==> config.mk <==
export PLATFORM = sky130hd
export DESIGN_NAME = uart_mmio_port
export DESIGN_NICKNAME = d
export VERILOG_FILES = /design/src/rtl/uart_mmio_port.sv
export SDC_FILE = /design/constraint.sdc
export NUM_CORES = 1
export LEC_CHECK = 0
export CAP_MARGIN = 20
export CORE_MARGIN = 2
export CORE_UTILIZATION = 55
export CTS_CLUSTER_DIAMETER = 50
export DETAILED_ROUTE_END_ITERATION = 16
export GPL_TIMING_DRIVEN = 0
export PLACE_DENSITY = 0.71
export RECOVER_POWER = 25
export SLEW_MARGIN = 20
export SYNTH_ARGS = -nofsm -noshare
export SYNTH_HDL_FRONTEND = slang
export SYNTH_SLANG_ARGS = --single-unit
==> constraint.sdc <==
create_clock -name clk -period 2.83 [get_ports clk]
set_input_delay 0.566 -clock clk [delete_from_list [all_inputs] [get_ports clk]]
set_output_delay 0.566 -clock clk [all_outputs]
set_load 0.03 [all_outputs]
==> src/rtl/uart_mmio_port.sv <==
// Memory-mapped 8N1 UART: strobe-edge bus decode, 16x oversampled RX/TX FSMs,
// small TX/RX byte FIFOs and sticky overrun/framing flags.
module uart_mmio_port #(
    parameter int DVSR   = 41,
    parameter int FIFO_W = 2
) (
    input  logic       clk,
    input  logic       rst,
    input  logic       rx,
    output logic       tx,
    input  logic       rd,
    input  logic       wr,
    input  logic       s_io,
    input  logic       s_mmio,
    input  logic [7:0] data_in,
    output logic [7:0] data_out
);

    localparam int DEPTH = 2 ** FIFO_W;
    localparam int PW    = FIFO_W + 1;
    localparam int CW    = (DVSR > 1) ? $clog2(DVSR) : 1;

    typedef enum logic [1:0] {
        IDLE,
        START,
        DATA,
        STOP
    } uart_state_t;

    // ------------------------------------------------------------------
    // Bus strobe edge detect and rx synchronizer
    // ------------------------------------------------------------------
    logic rd_q, wr_q;
    logic rx_meta, rx_sync;
    logic rd_acc, wr_acc;

    // NOTE: sequential state uses non-blocking assignments so every register
    // samples pre-edge values regardless of statement order.
    always_ff @(posedge clk or negedge rst) begin
        if (!rst) begin
            rd_q    <= 1'b0;
            wr_q    <= 1'b0;
            rx_meta <= 1'b1;
            rx_sync <= 1'b1;
        end else begin
            rd_q    <= rd;
            wr_q    <= wr;
            rx_meta <= rx;
            rx_sync <= rx_meta;
        end
    end

    assign rd_acc = s_mmio & rd & ~rd_q;
    assign wr_acc = s_mmio & wr & ~wr_q;

    // ------------------------------------------------------------------
    // Oversampling tick: one pulse every DVSR clocks
    // ------------------------------------------------------------------
    logic [CW-1:0] tick_cnt;
    logic          tick;

    assign tick = (tick_cnt == CW'(DVSR - 1));

    always_ff @(posedge clk or negedge rst) begin
        if (!rst)      tick_cnt <= '0;
        else if (tick) tick_cnt <= '0;
        else           tick_cnt <= tick_cnt + CW'(1);
    end

    // ------------------------------------------------------------------
    // TX FIFO
    // ------------------------------------------------------------------
    logic [7:0]  tx_mem [DEPTH];
    logic [PW-1:0] tx_wptr, tx_rptr;
    logic        tx_empty, tx_full, tx_push, tx_pop;
    logic [7:0]  tx_head;

    assign tx_empty = (tx_wptr == tx_rptr);
    assign tx_full  = (tx_wptr[FIFO_W] != tx_rptr[FIFO_W]) &&
                      (tx_wptr[FIFO_W-1:0] == tx_rptr[FIFO_W-1:0]);
    assign tx_head  = tx_mem[tx_rptr[FIFO_W-1:0]];
    // A push into a full FIFO is accepted when the FSM pops in the same clock.
    assign tx_push  = wr_acc & ~s_io & (~tx_full | tx_pop);

    // NOTE: FIFO storage has no reset; the pointers alone define which
    // entries are valid, so clearing the array would only cost logic.
    always_ff @(posedge clk) begin
        if (tx_push) tx_mem[tx_wptr[FIFO_W-1:0]] <= data_in;
    end

    always_ff @(posedge clk or negedge rst) begin
        if (!rst) begin
            tx_wptr <= '0;
            tx_rptr <= '0;
        end else begin
            if (tx_push) tx_wptr <= tx_wptr + PW'(1);
            if (tx_pop)  tx_rptr <= tx_rptr + PW'(1);
        end
    end

    // ------------------------------------------------------------------
    // TX FSM
    // ------------------------------------------------------------------
    uart_state_t tx_state, tx_state_n;
    logic [3:0]  tx_ticks, tx_ticks_n;
    logic [2:0]  tx_bits, tx_bits_n;
    logic [7:0]  tx_shift, tx_shift_n;
    logic        tx_q, tx_n;

    always_ff @(posedge clk or negedge rst) begin
        if (!rst) begin
            tx_state <= IDLE;
            tx_ticks <= '0;
            tx_bits  <= '0;
            tx_shift <= '0;
            tx_q     <= 1'b1;
        end else begin
            tx_state <= tx_state_n;
            tx_ticks <= tx_ticks_n;
            tx_bits  <= tx_bits_n;
            tx_shift <= tx_shift_n;
            tx_q     <= tx_n;
        end
    end

    // NOTE: every output of this block gets a default first, so no path
    // through the case can leave a signal unassigned and infer a latch.
    always_comb begin
        tx_state_n = tx_state;
        tx_ticks_n = tx_ticks;
        tx_bits_n  = tx_bits;
        tx_shift_n = tx_shift;
        tx_n       = tx_q;
        tx_pop     = 1'b0;
        case (tx_state)
            IDLE: begin
                tx_n = 1'b1;
                if (!tx_empty) begin
                    tx_pop     = 1'b1;
                    tx_shift_n = tx_head;
                    tx_ticks_n = '0;
                    tx_n       = 1'b0;
                    tx_state_n = START;
                end
            end
            START: begin
                if (tick) begin
                    if (tx_ticks == 4'd15) begin
                        tx_ticks_n = '0;
                        tx_bits_n  = '0;
                        tx_n       = tx_shift[0];
                        tx_state_n = DATA;
                    end else begin
                        tx_ticks_n = tx_ticks + 4'd1;
                    end
                end
            end
            DATA: begin
                if (tick) begin
                    if (tx_ticks == 4'd15) begin
                        tx_ticks_n = '0;
                        tx_shift_n = {1'b0, tx_shift[7:1]};
                        if (tx_bits == 3'd7) begin
                            tx_n       = 1'b1;
                            tx_state_n = STOP;
                        end else begin
                            tx_bits_n = tx_bits + 3'd1;
                            tx_n      = tx_shift[1];
                        end
                    end else begin
                        tx_ticks_n = tx_ticks + 4'd1;
                    end
                end
            end
            STOP: begin
                if (tick) begin
                    if (tx_ticks == 4'd15) begin
                        // Chain straight into the next start bit when more data waits.
                        if (!tx_empty) begin
                            tx_pop     = 1'b1;
                            tx_shift_n = tx_head;
                            tx_ticks_n = '0;
                            tx_n       = 1'b0;
                            tx_state_n = START;
                        end else begin
                            tx_n       = 1'b1;
                            tx_state_n = IDLE;
                        end
                    end else begin
                        tx_ticks_n = tx_ticks + 4'd1;
                    end
                end
            end
            default: tx_state_n = IDLE;
        endcase
    end

    assign tx = tx_q;

    // ------------------------------------------------------------------
    // RX FSM
    // ------------------------------------------------------------------
    uart_state_t rx_state, rx_state_n;
    logic [3:0]  rx_ticks, rx_ticks_n;
    logic [2:0]  rx_bits, rx_bits_n;
    logic [7:0]  rx_shift, rx_shift_n;
    logic        rx_done, frame_set;

    always_ff @(posedge clk or negedge rst) begin
        if (!rst) begin
            rx_state <= IDLE;
            rx_ticks <= '0;
            rx_bits  <= '0;
            rx_shift <= '0;
        end else begin
            rx_state <= rx_state_n;
            rx_ticks <= rx_ticks_n;
            rx_bits  <= rx_bits_n;
            rx_shift <= rx_shift_n;
        end
    end

    always_comb begin
        rx_state_n = rx_state;
        rx_ticks_n = rx_ticks;
        rx_bits_n  = rx_bits;
        rx_shift_n = rx_shift;
        rx_done    = 1'b0;
        frame_set  = 1'b0;
        case (rx_state)
            IDLE: begin
                if (!rx_sync) begin
                    rx_ticks_n = '0;
                    rx_state_n = START;
                end
            end
            START: begin
                if (tick) begin
                    if (rx_ticks == 4'd7) begin
                        // Mid start bit: a high line here was only a glitch.
                        if (rx_sync) begin
                            rx_state_n = IDLE;
                        end else begin
                            rx_ticks_n = '0;
                            rx_bits_n  = '0;
                            rx_state_n = DATA;
                        end
                    end else begin
                        rx_ticks_n = rx_ticks + 4'd1;
                    end
                end
            end
            DATA: begin
                if (tick) begin
                    if (rx_ticks == 4'd15) begin
                        rx_ticks_n = '0;
                        rx_shift_n = {rx_sync, rx_shift[7:1]};
                        if (rx_bits == 3'd7) rx_state_n = STOP;
                        else                 rx_bits_n  = rx_bits + 3'd1;
                    end else begin
                        rx_ticks_n = rx_ticks + 4'd1;
                    end
                end
            end
            STOP: begin
                if (tick) begin
                    if (rx_ticks == 4'd15) begin
                        rx_state_n = IDLE;
                        if (rx_sync) rx_done   = 1'b1;
                        else         frame_set = 1'b1;
                    end else begin
                        rx_ticks_n = rx_ticks + 4'd1;
                    end
                end
            end
            default: rx_state_n = IDLE;
        endcase
    end

    // ------------------------------------------------------------------
    // RX FIFO and sticky flags
    // ------------------------------------------------------------------
    logic [7:0]    rx_mem [DEPTH];
    logic [PW-1:0] rx_wptr, rx_rptr;
    logic          rx_empty, rx_full, rx_push, rx_pop;
    logic          overrun, frame_err, overrun_set, status_clr;

    assign rx_empty    = (rx_wptr == rx_rptr);
    assign rx_full     = (rx_wptr[FIFO_W] != rx_rptr[FIFO_W]) &&
                         (rx_wptr[FIFO_W-1:0] == rx_rptr[FIFO_W-1:0]);
    assign rx_pop      = rd_acc & ~s_io & ~rx_empty;
    assign rx_push     = rx_done & (~rx_full | rx_pop);
    assign overrun_set = rx_done & rx_full & ~rx_pop;
    assign status_clr  = rd_acc & s_io;

    always_ff @(posedge clk) begin
        if (rx_push) rx_mem[rx_wptr[FIFO_W-1:0]] <= rx_shift;
    end

    always_ff @(posedge clk or negedge rst) begin
        if (!rst) begin
            rx_wptr   <= '0;
            rx_rptr   <= '0;
            overrun   <= 1'b0;
            frame_err <= 1'b0;
        end else begin
            if (rx_push) rx_wptr <= rx_wptr + PW'(1);
            if (rx_pop)  rx_rptr <= rx_rptr + PW'(1);
            // Set has priority over a status-read clear in the same clock.
            if (overrun_set)     overrun <= 1'b1;
            else if (status_clr) overrun <= 1'b0;
            if (frame_set)       frame_err <= 1'b1;
            else if (status_clr) frame_err <= 1'b0;
        end
    end

    // ------------------------------------------------------------------
    // Read mux
    // ------------------------------------------------------------------
    always_comb begin
        data_out = 8'h00;
        if (s_io) begin
            data_out = {2'b00, frame_err, overrun, tx_full, tx_empty, rx_full, rx_empty};
        end else if (!rx_empty) begin
            data_out = rx_mem[rx_rptr[FIFO_W-1:0]];
        end
    end

endmodule

==> key figures <==
GRT
  – Largest net degree at the start of global routing: 38
  – Total GRT Usage: a little over a fifth
  – Vias in the first global route: around 3500
  – Global route overflow: 0
  – Initial antenna violation count: 0
  – First-pass GRT wire length: approximately 18000 microns

Timing
  – Slew @ Worst Pin: around 1.3 ns
  – Final setup fails: 0
  – Max Clock Freq: roughly 360 MHz
  – Setup TNS: 0 ns
  – RSZ-0062 raised after global routing: false
  – Clock Skews: roughly 0.0073 ns
  – Final hold viol count: 0
  – Max_slew headroom: 11.00%
  – Slew Viols, Final: 0
  – Final Critical Period: about 2.8 ns
  – Tcrit/Tclk final: a little over nine tenths

Power
  – Power Dens Cells: approximately 870 nW/um^2
  – Comb power frac: between 20% and 30%
  – Cell Int Power: 4016 uW
  – Power Total: 5791 uW
  – Clock power share: 33.7%
  – P_leak: 0.002671 uW
  – VDD IR max: approximately 0.56 mV
  – Switching Share: a little under a third
  – Sequential share of power: a little under two fifths
  – Switch Pwr: roughly 1800 uW

Floorplanning
  – I/O pin cnt: 24
  – DIE HEIGHT: roughly 110 microns
  – DIE AREA: roughly 11000 sq um
  – Core Area: 9864 sq um
  – Chip Width: ~110 microns
  – Row cnt: 36
  – Initial Utilization: approximately 57%

Hold path
  – Class of the tightest hold or removal check: reg -> reg

Flow run
  – Max_cap viols: 0

Logic synthesis
  – Synth Area in Compound Gates: under 10%
  – Post-Synth Adder-Cell Area: under 10%
  – Yosys top cell area share: 34.06%
  – Mux cell area share after synthesis: 12.88%
  – Primary FF master, synth: edfxtp_1
  – Avg Inst Size Synth: about 14 sq um
  – Async S/R FF share, synth: 47.97%
  – Area leader, netlist: edfxtp_1
  – Main combinational cell family by area after synthesis: multiplexers
  – EDFF count, synth: 64
  – Synth Cell Area: around 5600 sq um
  – Yosys cell types: 57
  – Top cells by count, synth: edfxtp_1 (64), dfrtp_1 (56), mux2_2 (29)
  – Synth warn: 0
  – Syn Inst Count: 398
  – Seq/Total Area, Yosys: 60.29%
  – XOR/XNOR Fraction of Synth Area: under 10%
  – FF+latch count, synth: between 100 and 150
  – Simple-Gate Fraction of Synth Area: approximately 9.9%
  – Net Count, Synth: 436
  – Largest cells by area after synthesis: edfxtp_1 (34%), dfrtp_1 (25%), mux4_2 (6.4%)
  – Most common cell in the netlist: edfxtp_1

Route
  – Routed WL: 10460 microns
  – WL/cell: between 15 and 20 microns
  – Antenna-violating nets left: 0
  – Vias/cell: roughly 5.7
  – Via count: about 3400
  – DR DRC count: 0
  – Drt first pass iters: 4
  – Initial drt markers: 156

Run status
  – Status: finished, final reports clean

Cells and area
  – Area Growth Syn to Fin: 18.34%
  – Inserted Diodes: 0
  – Layout Nets: 483
  – Fraction of layout cells with a size suffix above 1: approximately 26%
  – Design Area, Final: between 6000 and 7000 sq um

Setup path
  – CP Class: reg -> out
  – Endpoint class of the critical path: output pin
  – Worst EP required: between 2 and 2.5 ns
  – Critical path's slowest cell: dfrtp_1
  – Bufs and invs on worst path: 3
  – CP Data Arrival Time: about 2.2 ns
  – Slowest stage delay, CP: approximately 0.38 ns
  – Family with the most delay on the worst path: buffers and inverters
  – Crit-path max FO: 10
  – CP cell instances: clkbuf_4 -> xor2_2 -> nor3_4 -> buf_4 -> nand2b_1 -> o21ai_1 -> buf_2
  – CP startpoint kind: register

Place
  – Buffers on Ports: 23
  – HPWL after DPL: roughly 7000 microns
  – RD Place Congestion: around 0.75
  – Placed Instance Area: just over 6000 sq um

Clocking
  – Clock H-tree levels: 4
  – CTS max path bufs: 2
  – Clk Latency, worst-skew pair: around 0.52 ns
  – CTS root buf: clkbuf_8
  – Clk slew on worst S/H paths: roughly 0.06 ns
  – Total CTS buffers: 17
  – Clock net sink count: around 120
  – CTS tree: yes
-- worst paths after layout --
path                              from  cells past startpoint      endpoint  slack (ns)
setup / recovery            rx_rptr[1]                      7   data_out[3]        0.07
min in group asynchronous          rst                      2    rx_bits[1]        0.87
hold reg to reg                rx_meta                      0       rx_sync        0.36
hold / removal                 rx_meta                      0       rx_sync        0.36
setup reg to reg           tick_cnt[0]                      6  rx_mem[1][4]        0.31
max in group asynchronous          rst                      3   tx_shift[0]        1.13
-- area by class of cell --
class                      count  area (sq um)
fill                         696          3187
timing repair buffer          28         249.0
clock inverter                13         120.1
inverter                      19         71.32
sequential                   123          3402
multi-input combinational    246          2193
tap                          133         166.4
buffer                        10         53.80
clock buffer                  19         421.7
-- routing by layer --
layer  GRT usage (%)  part of all wire, %  wire, microns
met1           27.36                   46           4829
met2           33.32                   48           5063
met3           6.370                  4.0            414
met4           7.238                  1.4            148
met5               0                    0              0
-- stage by stage --
step	worst slack, ns	hold WS, ns	utilization (%)	instances
floorplan	0.4482	0.2704	-	398
global placement	-0.7634	0.3516	61.23	554
detailed placement	-0.3208	0.3491	61.40	555
CTS	0.0002758	0.3574	67.57	590
global route	0.006049	0.3637	67.69	591
finish	0.06845	0.3554	67.69	591
-- cells by family after synthesis --
logic type | count (synthesis)
flip-flops | 123
AND/OR/NAND/NOR | 101
AO/OA/AOI/OAI | 55
multiplexers | 49
buffers and inverters | 29
adder cells (fa/ha/maj) | 23
XOR/XNOR | 18
-- state kept, by name, indices dropped and copies added (netlist names), 4 cells and up, named ones only --
register	flops
tx_shift	8
rx_mem	32
tick_cnt	6
rx_shift	8
tx_mem	32
tx_ticks	4
rx_ticks	4
-- repair_timing --
item | CTS | global route
gates resized for setup | 37 | 12
endpoints found under the hold margin | 19 | 0
setup endpoints to repair | 8 | 14
hold buffers | 1 | 0
pin swaps | 3 | 1
buffers inserted | 2 | 1
-- power groups by stage --
stage | sequential (uW) | combinational, uW | clock [uW]
after floorplan | 2190 | 1160 | 0
after detailed placement | 2200 | 1530 | 0
after CTS | 2180 | 1630 | 1990
after global placement | 2190 | 1480 | 0
final | 2180 | 1660 | 1950
after global routing | 2200 | 1820 | 2080
-- layout by cell type (no fill, tap or decap), types with 7 or more instances in the layout --
cell	instances
a21oi_1	7
and2_1	10
clkbuf_1	8
clkbuf_16	16
dfrtp_1	56
dlygate4sd3_1	11
edfxtp_1	64
ha_1	23
inv_1	19
mux2_2	29
mux4_2	16
nand2_1	25
nand3_1	9
nor2_1	15
o21ai_0	16
xnor2_1	8
Power figures use the tool's default switching activity.
